$ cat src/rtl/fp16_pkg.sv
// fp16_pkg: shared definitions for the FP16 integer encoder.
//   - FP16 field widths, exponent bias and special encodings
//   - encoder FSM state enum
//   - helper that builds a signed infinity
package fp16_pkg;

  localparam int EXP_W = 5;
  localparam int MAN_W = 10;
  localparam int FP_W  = 1 + EXP_W + MAN_W;
  localparam int BIAS  = 15;

  localparam logic [EXP_W-1:0] EXP_INF  = 5'h1F;
  // Exponent of a value whose leading one sits in bit 15 of the magnitude.
  localparam logic [EXP_W-1:0] EXP_TOP  = EXP_W'(BIAS + 15);
  localparam logic [FP_W-1:0]  POS_ZERO = 16'h0000;

  typedef enum logic [1:0] {
    ST_IDLE,
    ST_NORM,
    ST_ROUND,
    ST_DONE
  } enc_state_e;

  function automatic logic [FP_W-1:0] fp16_inf(input logic sign);
    return {sign, EXP_INF, {MAN_W{1'b0}}};
  endfunction

endpackage

$ cat src/rtl/fp16_round.sv
// fp16_round: combinational rounding and packing of a normalised FP16 value.
// Build option: ROUND_RNE_EN
//   defined   -> round-to-nearest-even with mantissa carry and infinity saturation
//   undefined -> truncation; guard and sticky are ignored
// Ports:
//   sign_i  sign bit
//   exp_i   biased exponent before rounding
//   man_i   10-bit mantissa (hidden bit dropped)
//   g_i     guard bit (first bit below the mantissa)
//   st_i    sticky bit (OR of all remaining bits)
//   fp_o    packed FP16 word
module fp16_round
  import fp16_pkg::*;
(
  input  logic             sign_i,
  input  logic [EXP_W-1:0] exp_i,
  input  logic [MAN_W-1:0] man_i,
  input  logic             g_i,
  input  logic             st_i,
  output logic [FP_W-1:0]  fp_o
);

`ifdef ROUND_RNE_EN
  logic             inc;
  logic [MAN_W:0]   man_sum;
  logic [EXP_W:0]   exp_sum;

  always_comb begin
    inc     = g_i & (st_i | man_i[0]);
    man_sum = {1'b0, man_i} + {{MAN_W{1'b0}}, inc};
    // A mantissa carry leaves man_sum[MAN_W-1:0] at zero, so only the exponent moves.
    exp_sum = {1'b0, exp_i} + {{EXP_W{1'b0}}, man_sum[MAN_W]};
    if (exp_sum >= {1'b0, EXP_INF}) begin
      fp_o = fp16_inf(sign_i);
    end else begin
      fp_o = {sign_i, exp_sum[EXP_W-1:0], man_sum[MAN_W-1:0]};
    end
  end
`else
  logic unused_rnd;
  assign unused_rnd = g_i ^ st_i;
  assign fp_o       = {sign_i, exp_i, man_i};
`endif

endmodule

$ cat src/rtl/int_to_fp16_enc.sv
// int_to_fp16_enc: converts a 16-bit signed/unsigned integer into an FP16 word.
// Normalisation shifts one bit per cycle; rounding is done in fp16_round.
// Build option: ROUND_RNE_EN (round-to-nearest-even; otherwise truncation).
// Ports:
//   clk        system clock, rising edge
//   reset      asynchronous, active-high
//   in_valid   request present
//   in_ready   encoder idle and able to accept
//   in_data    integer operand, sampled at the accept edge only
//   in_signed  1: in_data is two's complement, 0: unsigned
//   out_valid  out_data holds a finished result
//   out_ready  sink accepts the result
//   out_data   packed FP16 result
//
// state    | meaning
// ST_IDLE  | waiting for a request, in_ready high
// ST_NORM  | shifting magnitude left until bit 15 is set
// ST_ROUND | round, pack and register the result
// ST_DONE  | result presented until out_ready
module int_to_fp16_enc
  import fp16_pkg::*;
(
  input  logic            clk,
  input  logic            reset,
  input  logic            in_valid,
  output logic            in_ready,
  input  logic [15:0]     in_data,
  input  logic            in_signed,
  output logic            out_valid,
  input  logic            out_ready,
  output logic [FP_W-1:0] out_data
);

  enc_state_e      state_q, state_d;
  logic [15:0]     m_q, m_d;
  logic [3:0]      s_q, s_d;
  logic            sign_q, sign_d;
  logic [FP_W-1:0] out_q, out_d;

  logic            sign_in;
  logic [15:0]     mag_in;
  logic [EXP_W-1:0] exp_norm;
  logic [FP_W-1:0] rnd_fp;

  // Negating 0x8000 wraps back to 0x8000, which is the correct magnitude.
  assign sign_in  = in_signed & in_data[15];
  assign mag_in   = sign_in ? (~in_data + 16'd1) : in_data;
  assign exp_norm = EXP_TOP - {1'b0, s_q};

  fp16_round u_round (
    .sign_i (sign_q),
    .exp_i  (exp_norm),
    .man_i  (m_q[14:5]),
    .g_i    (m_q[4]),
    .st_i   (|m_q[3:0]),
    .fp_o   (rnd_fp)
  );

  always_ff @(posedge clk or posedge reset) begin
    if (reset) begin
      state_q <= ST_IDLE;
      m_q     <= '0;
      s_q     <= '0;
      sign_q  <= 1'b0;
      out_q   <= POS_ZERO;
    end else begin
      state_q <= state_d;
      m_q     <= m_d;
      s_q     <= s_d;
      sign_q  <= sign_d;
      out_q   <= out_d;
    end
  end

  always_comb begin
    state_d   = state_q;
    m_d       = m_q;
    s_d       = s_q;
    sign_d    = sign_q;
    out_d     = out_q;
    in_ready  = 1'b0;
    out_valid = 1'b0;
    unique case (state_q)
      ST_IDLE: begin
        in_ready = 1'b1;
        if (in_valid) begin
          sign_d = sign_in;
          m_d    = mag_in;
          s_d    = '0;
          if (mag_in == 16'd0) begin
            // Zero is always packed as +0, regardless of operand sign.
            out_d   = POS_ZERO;
            state_d = ST_DONE;
          end else begin
            state_d = ST_NORM;
          end
        end
      end
      ST_NORM: begin
        if (m_q[15]) begin
          state_d = ST_ROUND;
        end else begin
          m_d = {m_q[14:0], 1'b0};
          s_d = s_q + 4'd1;
        end
      end
      ST_ROUND: begin
        out_d   = rnd_fp;
        state_d = ST_DONE;
      end
      ST_DONE: begin
        out_valid = 1'b1;
        if (out_ready) state_d = ST_IDLE;
      end
      default: state_d = ST_IDLE;
    endcase
  end

  assign out_data = out_q;

endmodule

$ cat config.mk
export PLATFORM = sky130hd
export DESIGN_NAME = int_to_fp16_enc
export DESIGN_NICKNAME = d
export VERILOG_FILES = /design/src/rtl/fp16_pkg.sv /design/src/rtl/fp16_round.sv /design/src/rtl/int_to_fp16_enc.sv
export SDC_FILE = /design/constraint.sdc
export NUM_CORES = 1
export LEC_CHECK = 0
export BUFFER_PORTS_ARGS = -buffer_cell sky130_fd_sc_hd__buf_2
export CAP_MARGIN = 20
export CELL_PAD_IN_SITES_DETAIL_PLACEMENT = 0
export CELL_PAD_IN_SITES_GLOBAL_PLACEMENT = 1
export CORE_MARGIN = 2
export CORE_UTILIZATION = 43
export CTS_BUF_LIST = sky130_fd_sc_hd__clkbuf_16
export DETAILED_ROUTE_END_ITERATION = 6
export HOLD_SLACK_MARGIN = 0.15
export PLACE_DENSITY_LB_ADDON = 0.08
export SLEW_MARGIN = 30
export SYNTH_ARGS = -nofsm -noshare
export SYNTH_HDL_FRONTEND = slang
export SYNTH_HIERARCHICAL = 1
export SYNTH_SLANG_ARGS = --single-unit
$ cat constraint.sdc
create_clock -name clk -period 2.8 [get_ports clk]
set_clock_uncertainty 0.2 [all_clocks]
set_input_delay 0.7 -clock clk [delete_from_list [all_inputs] [get_ports clk]]
set_output_delay 0.7 -clock clk [all_outputs]
set_load 0.005 [all_outputs]
After elaboration in Yosys (flattened, before gate mapping)
Index checks and enable logic that the tools add are counted.

operators by class
  bitwise operators = 2
  eq/ne operators = 8
  reductions and logical operators = 9
  multiplexer cells = 17
  $add $sub $neg = 3

operators with widths
  kind                                                               number
  16-bit 2-to-1 mux                                                  5
  16-bit one-hot mux with 2 select lines                             2
  16-bit by 1-bit adder with 16-bit output, second input constant    1
  16-bit logical NOT                                                 1
  16-bit NOT                                                         1
  2-bit inequality test, second input constant                       5
  3-bit AND reduction                                                3
  2-bit 2-to-1 mux                                                   4
  4-bit 2-to-1 mux                                                   2
  2-bit one-hot mux with 4 select lines                              1
  4-bit one-hot mux with 2 select lines                              1
  5-bit by 4-bit subtractor with 5-bit output, first input constant  1
  4-bit by 1-bit adder with 4-bit output, second input constant      1
  2-bit == test, second input constant                               2
  2-bit AND reduction                                                2
  2-bit nonzero test                                                 2
  2-bit by 1-bit == test with 1-bit output, second input constant    1
  2-bit logical NOT                                                  1
  1-bit 2-to-1 mux                                                   2
  1-bit AND                                                          1

storage, ports and cells
  word-level logic and storage cells = 45
  register bits = 39
  input port bits = 21

Logic depth before layout (Yosys ltp)
Gate-level depths: netlist of the first run.

  word-level depth = 7
  gate-level depth with buffers = 11

Cells and area by module
Netlist of the first run, hierarchy kept.

by module, submodules not included
  module           cells each  times used  area an instance (µm²)
  int_to_fp16_enc  258         1           2428.6
  fp16_round       16          1           120.1

Worst setup path after synthesis of the first run
Ideal clock, no wire load.

  kind = input to register
  start point = in in_data[0]
  end point = reg out_q[0], in the netlist out_data[0]
  library setup time = 0.121 ns
  data required time = 2.479 ns
  setup slack = -0.545 ns
  stages on the path = 10
  data arrival time = 3.024 ns
  cell sequence = inv_1 -> ha_1 -> or4b_4 -> or4_1 -> nand4_1 -> nand4_2 -> o41ai_2 -> o21ai_2 -> buf_6 -> a22o_1

between the ends
  cells in the longest elaborated chain, start to end = 6

ends and longest elaborated chain
  element                                   line                   text
  start, declared                           int_to_fp16_enc.sv:27  input logic [15:0] in_data,
  16-bit NOT                                int_to_fp16_enc.sv:47  assign mag_in = sign_in ? (~in_data + 16'd1) : in_data;
  16-bit by 1-bit adder with 16-bit output  int_to_fp16_enc.sv:47
  16-bit 2-to-1 mux (*)                     int_to_fp16_enc.sv:47
  16-bit logical NOT (*)                    int_to_fp16_enc.sv:90  if (mag_in == 16'd0) begin
  2-bit inequality test (no line) (*)       --
  3-bit AND reduction (no line) (*)         --
  end signal, assigned                      int_to_fp16_enc.sv:71  out_q <= out_d;
  end, declared                             int_to_fp16_enc.sv:38  logic [FP_W-1:0] out_q, out_d;

Every way passes the cells marked *; elsewhere a longest branch is shown, timed or not.
A chain may end at the register's enable or synchronous reset.

Worst setup path after layout of the first run
  start point = in in_data[1]
  end point = reg out_q[13], in the netlist out_data[13]

Same word-level chain as after synthesis.

==> results of run 1 <==
==> cells in the final DEF (no fill, tap or decap), types with 10 or more instances in the layout <==
cell type  count
a21oi_1       13
nand2_1       24
o21ai_0       27
a22oi_1       10
buf_4         49
nor2_1        10
a22o_1        10
buf_2         36
dfrtp_1       39
xnor2_1       11
==> stage by stage <==
step	cells	utilization, %	cell area (um2)	hold WS, ns
after detailed placement	397	53.1	2980	0.271
final	409	58.5	3280	0.275
after CTS	409	57.8	3240	0.283
after global routing	409	58.5	3280	0.316
after floorplan	273	-	2590	0.249
after global placement	397	53.1	2980	0.263
==> power by group through the flow <==
stage / clock network [mW] / logic (mW) / registers, mW
floorplan: 0 / 0.904 / 0.944
global placement: 0 / 1.10 / 0.962
detailed placement: 0 / 1.12 / 0.966
CTS: 0.739 / 1.19 / 0.959
global route: 0.757 / 1.35 / 0.992
finish: 0.724 / 1.19 / 0.955
==> state kept, by name, indices dropped and copies added (netlist names) <==
register  count
m_q          16
out_data     16
s_q           4
sign_q        1
state_q       2
==> repair_timing <==
item,4_1_cts,5_1_grt
endpoints found under the setup margin,16,17
pin swaps,2,4
setup buffers,3,1
resized for setup,9,7
cloned,1,0
==> worst min-delay path, cell delays in order (launching register included) <==
cell and delay [ns]:
dfrtp_1 0.34, nand2_1 0.04, o21ai_0 0.06
==> layer usage <==
metal  routed length, um  vias to the layer above
met5                   0                        -
met1                3090                     1011
met4                  74                        0
met3                 236                        8
met2                2660                       48
li1                    -                     1107
==> layout make-up <==
cell class                 instances  area [um2]  share of cell area (%)
timing repair buffer              89         611                    18.6
clock inverter                     3        63.8                    1.95
inverter                          11        61.3                    1.87
multi-input combinational        190        1350                    41.2
clock buffer                       5         125                    3.82
sequential                        39         976                    29.8
tap                               72        90.1                    2.75
==> worst max-delay path by stage <==
stage               start                       end  slack (ns)  depth (start not counted)
2_1_floorplan  in_data[1]   out_data[0]$_DFFE_PP0P_       -0.21                         10
6_report       in_data[1]  out_data[13]$_DFFE_PP0P_       -0.25                         12
3_3_place_gp   in_data[1]  out_data[13]$_DFFE_PP0P_       -0.57                         12
3_5_place_dp   in_data[1]  out_data[15]$_DFFE_PP0P_       -0.58                         11
4_1_cts        in_data[1]  out_data[11]$_DFFE_PP0P_       -0.23                         11
5_1_grt        in_data[1]  out_data[13]$_DFFE_PP0P_       -0.35                         12
==> run summary, run 1 <==
H-tree Lvls = 2
status = finished, violations left
Arr. time, crit path = 3.02 ns
clock root cell = clkbuf_16
antenna viol nets, final = 0
total inserted antenna cells = 0
core area = 5610 um2
FF-to-FF setup slack = 0.28 ns
routability cong. = 0.837
Max Buffers Root-to-Sink = 2
worst slew pin tran = 0.485 ns
Clock Latency Late Sink = 0.28 ns
Die H = 80.9 um
sequential power share = 33.2%
fin. max-slew vios = 0
Hold Crit Class = reg -> reg
antenna violations before repair = 0
setup_tns = -3.22 ns
largest net degree at the start of global routing = 40
HP Start = m_q[2]$_DFFE_PP0P_
Post-Syn Nets = 301
Design Power = 2.87 mW
FF-to-FF Start = state_q[1]$_DFFE_PP0P_
Die Area = 6540 um2
vias per cell = 5.32
clock net sink count = 39
Die W = 80.9 um
crit path kind = in -> reg
GRT met3 Usage = 2.33%
post-synthesis instance total = 273
IO Pins = 39
Pleak = 1.51 nW
Reg2Reg Depth = 10
met2 usage = 30.0%
fin worst setup slack = -0.247 ns
Fmax = 328 MHz
Worst slew margin = 67.7%
Detail Placement HPWL = 4.45 mm
worst-case hold path end point = m_q[2]$_DFFE_PP0P_
grt met1 use = 30.3%
CP max-delay cell = or4b_4
hold path cells = 2
max-cap viol count = 0
Final Hold Vio Count = 0
NumNets Final = 364
type of origin of the critical path = primary input
part of the cycle the worst path needs = 109%
busiest layer in global routing = met1
first-pass GRT wire length = 10.3 mm
Post-Place Worst Slack = -0.581 ns
Syn. warnings = 6
TritonCTS clock tree = yes
RSZ-0062 raised after global routing = yes
post-layout min period = 3.05 ns
Worst R2R End = out_data[13]$_DFFE_PP0P_
failing checks = setup timing
Post-CTS Hold Buffers = 0
Filler cells = 536
I/O Buffers = 38
Int Pwr = 1.88 mW
sw frac = 34.5%
layout cells sized above 1 = 35.3%
area grow syn2layout = 29.0%
family with the most delay on the worst path = simple AND/OR/NAND/NOR gates
clock group share of total power = 25.2%
Setup violations, final = 16
initial core utilization = 45.3%
DRC Markers = 0
worst-path fanout max = 8
GRT Total Usage = 20.1%
Post-Route WL = 6.06 mm
Comb pwr share = 41.6%
drt wl/cell = 14.8 um
CTS Buf Count = 5
via count = 2174
Req. time, crit path = 2.77 ns
worst path bufs/invs = 4
1st-iter DRT viols = 119
DRT Pass-1 Iters = 4
power per cell area = 877 nW/um2
CP Capture Type = register
Worst VDD drop = 0.436 mV
grt total ovfl = 0
critical-path cell list = buf_12 > inv_12 > ha_4 > or4b_4 > or4_4 > nand4_1 > nand4_4 > buf_6 > nor4_4 > buf_4 > o21ai_4 > a22o_2
Avg Cell Area, Syn = 9.31 um2
vias in the first global route = 2062
Cell Area, Synth = 2540 um2
clock slew at reported path FFs = 0.06 ns
Switch Pwr = 0.992 mW
row cnt = 27
Crit path largest cell delay = 0.46 ns
No activity file was read; power rests on OpenSTA's default activity.
==> run 2, diff against run 1 <==
--- a/config.mk
+++ b/config.mk
@@ -10,11 +10,12 @@
 export CELL_PAD_IN_SITES_DETAIL_PLACEMENT = 0
 export CELL_PAD_IN_SITES_GLOBAL_PLACEMENT = 1
 export CORE_MARGIN = 2
-export CORE_UTILIZATION = 43
-export CTS_BUF_LIST = sky130_fd_sc_hd__clkbuf_16
+export CORE_UTILIZATION = 40
+export CTS_BUF_LIST = sky130_fd_sc_hd__clkbuf_8 sky130_fd_sc_hd__clkbuf_16
 export DETAILED_ROUTE_END_ITERATION = 6
 export HOLD_SLACK_MARGIN = 0.15
 export PLACE_DENSITY_LB_ADDON = 0.08
+export RECOVER_POWER = 50
 export SLEW_MARGIN = 30
 export SYNTH_ARGS = -nofsm -noshare
 export SYNTH_HDL_FRONTEND = slang
==> run 2 against run 1 <==
- the run still ends with setup timing left
- global-route usage decreased by 1.8 points
- combinational power is 4% higher
- utilization down 5.8 points
- wire length grew 4.2%
- sequential power is essentially flat
- clock-buffer cell count is the same
- first-iteration DRC count fell by 28%
- non-clock buffer count rose by 9
- setup slack improved by 0.064 ns
- critical path depth stayed put
- hold slack better by 0.0093 ns
- critical endpoint is now out_data[12]$_DFFE_PP0P_
- highest routed layer unchanged
==> run summary, run 2 (synthesis gave the netlist of run 1 again) <==
antenna viol nets, final = 0 (unchanged)
GRT Total Usage = 18.3% (-1.8 points)
Detail Placement HPWL = 4.59 mm (+3.2%)
fin. max-slew vios = 0 (unchanged)
area grow syn2layout = 29.3%
Die Area = 7010 um2 (+7.1%)
Arr. time, crit path = 2.97 ns (-0.05 ns)
Worst slew margin = 35.7% (-32 points)
clock net sink count = 39 (unchanged)
core area = 6240 um2 (+11%)
Setup violations, final = 17 (+1)
max-cap viol count = 0 (unchanged)
drt wl/cell = 14.9 um (+0.74%)
Clock Latency Late Sink = 0.30 ns (+0.02 ns)
DRC Markers = 0 (unchanged)
Final Hold Vio Count = 0 (unchanged)
status = finished, violations left
post-layout min period = 2.98 ns (-0.0636 ns)
Pleak = 1.52 nW (+0.81%)
failing checks = setup timing
fin worst setup slack = -0.184 ns (+0.0636 ns)
1st-iter DRT viols = 86 (-28%)
power per cell area = 813 nW/um2 (-7.3%)
via count = 2198 (+1.1%)
I/O Buffers = 38 (unchanged)
crit path kind = in -> reg
layout cells sized above 1 = 37.0% (+1.7 points)
Fmax = 335 MHz (+2.1%)
RSZ-0062 raised after global routing = yes
setup_tns = -2.64 ns (+0.581 ns)
TritonCTS clock tree = yes
worst slew pin tran = 0.964 ns (+0.479 ns)
Die H = 83.7 um (+3.5%)
row cnt = 29 (+7.4%)
NumNets Final = 373 (+2.5%)
grt total ovfl = 0 (unchanged)
DRT Pass-1 Iters = 4 (unchanged)
most frequent cells in the layout = buf_4, dfrtp_1, buf_2
antenna violations before repair = 0 (unchanged)
part of the cycle the worst path needs = 107% (-2.3 points)
Worst VDD drop = 0.487 mV (+12%)
worst-path fanout max = 8 (unchanged)
clock slew at reported path FFs = 0.08 ns (+0.02 ns)
routability cong. = 0.845 (+0.92%)
CP Capture Type = register
IO Pins = 39 (unchanged)
commonest non-fill, non-tap cell in the layout = buf_4
vias per cell = 5.20 (-2.2%)
Die W = 83.7 um (+3.5%)
CTS Buf Count = 5 (unchanged)
largest net degree at the start of global routing = 40 (unchanged)
total inserted antenna cells = 0 (unchanged)
Post-Route WL = 6.31 mm (+4.2%)
vias in the first global route = 2039 (-1.1%)
Post-Place Worst Slack = -0.643 ns (-0.0617 ns)
Max Buffers Root-to-Sink = 2 (unchanged)
initial core utilization = 40.7% (-4.6 points)
first-pass GRT wire length = 10.3 mm (about the same)
clock root cell = clkbuf_8
Req. time, crit path = 2.79 ns (+0.02 ns)
H-tree Lvls = 2 (unchanged)
Hold Crit Class = reg -> reg
type of origin of the critical path = primary input
-- run 2: critical path: stages --
cell and delay (ns):
buf_12 0.11, inv_12 0.04, ha_4 0.13, or4b_4 0.47, or4_1 0.41, nand4_1 0.13
nand4_4 0.13, buf_6 0.16, nor4_4 0.16, buf_4 0.18, o21ai_4 0.10, a22o_2 0.26
-- run 2: cell type report --
cell class,instances,area [um2]
Clock buffer,5,68.8
Clock inverter,3,43.8
Fill cell,588,2950
Inverter,11,61.3
Multi-Input combinational cell,190,1350
Sequential cell,39,976
Tap cell,77,96.3
Timing Repair Buffer,98,693
-- run 2: final timing paths --
kind | startpoint | endpoint | slack (ns) | depth (start not counted)
setup / recovery | in_data[1] | out_data[12]$_DFFE_PP0P_ | -0.18 | 12
hold / removal | m_q[3]$_DFFE_PP0P_ | m_q[3]$_DFFE_PP0P_ | 0.28 | 2
setup reg to reg | state_q[0]$_DFFE_PP0P_ | out_data[12]$_DFFE_PP0P_ | 0.32 | 10
hold reg to reg | m_q[3]$_DFFE_PP0P_ | m_q[3]$_DFFE_PP0P_ | 0.28 | 2
max in group asynchronous | reset | m_q[0]$_DFFE_PP0P_ | 1.31 | 3
min in group asynchronous | reset | m_q[4]$_DFFE_PP0P_ | 0.49 | 3
-- run 2: metal layers --
metal,share of wire [%],vias up,GRT usage (%),wire (um)
li1,-,1118,-,-
met1,51,1024,27.4,3220
met2,44,50,27.3,2770
met3,3.8,6,2.67,243
met4,1.3,0,5.72,83
met5,0,-,0,0
-- run 2: report_power, final --
group / switching [mW] / internal, mW
Sequential: 0.154 / 0.804
Combinational: 0.634 / 0.605
Clock: 0.210 / 0.265
-- run 2: repair_timing --
item / CTS / global route
hold buffers: 0 / 0
gates resized for setup: 9 / 8
buffers inserted: 4 / 1
endpoints found under the setup margin: 16 / 17
pin swaps: 10 / 3
cloned: 1 / 1
-- run 2: metrics by stage --
stage	area, um2	power [mW]	std cells	util (%)	hold slack (ns)
3_3_place_gp	3030	2.07	408	48.6	0.262
6_report	3290	2.67	423	52.7	0.284
4_1_cts	3220	2.64	421	51.6	0.291
3_5_place_dp	3030	2.10	408	48.6	0.274
2_1_floorplan	2590	1.85	273	-	0.249
5_1_grt	3290	2.91	423	52.7	0.322
==> run 3, diff against run 2 <==
--- a/config.mk
+++ b/config.mk
@@ -16,7 +16,6 @@
 export HOLD_SLACK_MARGIN = 0.15
 export PLACE_DENSITY_LB_ADDON = 0.08
 export RECOVER_POWER = 50
-export SLEW_MARGIN = 30
 export SYNTH_ARGS = -nofsm -noshare
 export SYNTH_HDL_FRONTEND = slang
 export SYNTH_HIERARCHICAL = 1
==> constraint.sdc (replaced) <==
create_clock -name clk -period 3.65 [get_ports clk]
set_clock_uncertainty 0.2 [all_clocks]
set_input_delay 0.9125 -clock clk [delete_from_list [all_inputs] [get_ports clk]]
set_output_delay 0.9125 -clock clk [all_outputs]
set_load 0.005 [all_outputs]
==> run 3 against run 2 <==
- combinational power is 32% lower
- sequential cell count did not move
- largest power group unchanged
- the run ends with capacitance limit, slew limit left
- wire length fell by 9.0%
- first-iteration DRC count increased by 4.7%
- highest routed layer unchanged
- via count decreased by 7.3%
- register-to-register slack better by 0.80 ns
- sequential share of layout area rose by 4.3 points
==> run summary, run 3 (synthesis gave the netlist of run 1 again) <==
status = finished, violations left
failing checks = capacitance limit, slew limit
area grow syn2layout = 12.9%
Hold Crit Class = reg -> reg
Detail Placement HPWL = 4.34 mm (-5.5%)
post-layout min period = 3.49 ns
I/O Buffers = 38 (unchanged)
H-tree Lvls = 2 (unchanged)
sw frac = 37.4% (+0.082 points)
TritonCTS clock tree = yes
Die W = 83.7 um (unchanged)
FF-to-FF Start = state_q[0]$_DFFE_PP0P_
layout cells sized above 1 = 26.2% (-11 points)
Worst R2R End = out_data[13]$_DFFE_PP0P_
1st-iter DRT viols = 90 (+4.7%)
CP Capture Type = register
DRT Pass-1 Iters = 4 (unchanged)
drt wl/cell = 14.9 um (-0.27%)
Die H = 83.7 um (unchanged)
NumNets Final = 336 (-9.9%)
antenna violations before repair = 0 (unchanged)
metal2 WL = 2.52 mm (-9.1%)
most frequent cells in the layout = dfrtp_1, buf_2, o21ai_0
fin util = 46.0% (-6.7 points)
vias in the first global route = 1948 (-4.5%)
Req. time, crit path = 3.64 ns (+0.85 ns)
clock root cell = clkbuf_8
DRC Markers = 0 (unchanged)
largest net degree at the start of global routing = 40 (unchanged)
Setup Buffers After CTS = 0 (-4)
GRT Total Usage = 16.9% (-1.5 points)
Design Power = 1.93 mW (-28%)
Worst VDD drop = 0.295 mV (-39%)
Reg2Reg Depth = 8 (-2)
commonest non-fill, non-tap cell in the layout = dfrtp_1
routability cong. = 0.805 (-4.7%)
first-pass GRT wire length = 9.63 mm (-6.1%)
part of the cycle the worst path needs = 95.5%
Switch Pwr = 0.723 mW (-27%)
antenna viol nets, final = 0 (unchanged)
max-cap viol count = 1 (+1)
Arr. time, crit path = 3.47 ns (+0.50 ns)
Max Used Layer = met4
Pleak = 1.30 nW (-15%)
Die Area = 7010 um2 (unchanged)
CP Launch Point = in_data[0]
Worst slew margin = -39.2% (-75 points)
FF-to-FF setup slack = 1.12 ns (+0.80 ns)
type of origin of the critical path = primary input
initial core utilization = 40.7% (unchanged)
IO Pins = 39 (unchanged)
fin. max-slew vios = 40 (+40)
WL met3 = 185 um (-24%)
worst slew pin tran = 2.09 ns (+1.12 ns)
clock slew at reported path FFs = 0.08 ns (about the same)
vias per cell = 5.28 (+1.6%)
CTS Buf Count = 5 (unchanged)
end of the critical path = out_data[13]$_DFFE_PP0P_
clock group share of total power = 18.7% (+0.9 points)
power per cell area = 674 nW/um2 (-17%)
Post-Route WL = 5.75 mm (-9.0%)
clock net sink count = 39 (unchanged)
crit path kind = in -> reg
core area = 6240 um2 (unchanged)
RSZ-0062 raised after global routing = no
via count = 2037 (-7.3%)
row cnt = 29 (unchanged)
DP Area = 2760 um2 (-9.0%)
Clock Latency Late Sink = 0.29 ns (about the same)
Comb pwr share = 43.4% (-3.0 points)
Int Pwr = 1.21 mW (-28%)
Max Buffers Root-to-Sink = 2 (unchanged)
Fmax = 287 MHz
grt total ovfl = 0 (unchanged)
total inserted antenna cells = 0 (unchanged)
Metal-1 WL = 2.98 mm (-7.5%)
worst-path fanout max = 16 (+8)
sequential power share = 37.9% (+2.0 points)
Setup violations, final = 0 (-17)
Final Hold Vio Count = 0 (unchanged)
final instance area = 2870 um2 (-13%)
run 3: per-stage QoR:
stage / hold slack (ns) / setup TNS, ns / setup slack (ns) / cells
floorplan: 0.249 / 0 / 0.0921 / 273
global placement: 0.262 / -1.26 / -0.0971 / 378
detailed placement: 0.274 / -1.88 / -0.142 / 378
CTS: 0.292 / 0 / 0.163 / 386
global route: 0.314 / 0 / 0.00899 / 386
finish: 0.282 / 0 / 0.164 / 386
run 3: worst max-delay path, stage by stage:
cell,delay (ns)
buf_2,0.11
inv_1,0.07
ha_1,0.16
or4b_4,0.48
or4_1,0.48
nand4_1,0.11
nand4_2,0.14
o41ai_2,0.47
o21ai_4,0.23
a22o_2,0.31
run 3: area by class of cell:
type	count	area [um2]
fillers	599	3370
repair buffers	62	372
clock inverters	3	43.8
multi-input cells	189	1270
flip-flops and latches	39	976
inverters	11	41.3
clock buffers	5	68.8
well taps	77	96.3
run 3: repair_timing:
item                       in CTS  in global routing
setup endpoints to repair       0                  1
hold buffers                    0                  0
gates resized for setup         0                  1
run 3: how the worst min path moves through the flow:
stage | cells past startpoint | start | slack [ns] | to
after global placement | 2 | m_q[3]$_DFFE_PP0P_ | 0.26 | m_q[3]$_DFFE_PP0P_
after CTS | 2 | m_q[3]$_DFFE_PP0P_ | 0.29 | m_q[3]$_DFFE_PP0P_
final | 2 | m_q[3]$_DFFE_PP0P_ | 0.28 | m_q[3]$_DFFE_PP0P_
after detailed placement | 2 | m_q[3]$_DFFE_PP0P_ | 0.27 | m_q[3]$_DFFE_PP0P_
after global routing | 1 | out_data[6]$_DFFE_PP0P_ | 0.31 | out_data[6]$_DFFE_PP0P_
after floorplan | 2 | sign_q$_DFFE_PP0P_ | 0.25 | sign_q$_DFFE_PP0P_
run 3: power by group through the flow:
stage | sequential, mW | clock [mW] | combinational [mW]
6_report | 0.733 | 0.361 | 0.839
2_1_floorplan | 0.724 | 0 | 0.689
4_1_cts | 0.734 | 0.373 | 0.849
3_3_place_gp | 0.739 | 0 | 0.838
5_1_grt | 0.758 | 0.387 | 0.953
3_5_place_dp | 0.742 | 0 | 0.848
run 3: layer usage:
| metal | up-vias | GRT usage [%] |
|---|---|---|
| met5 | - | 0 |
| met2 | 44 | 25.9 |
| met1 | 943 | 24.8 |
| li1 | 1045 | - |
| met4 | 0 | 4.40 |
| met3 | 5 | 2.67 |
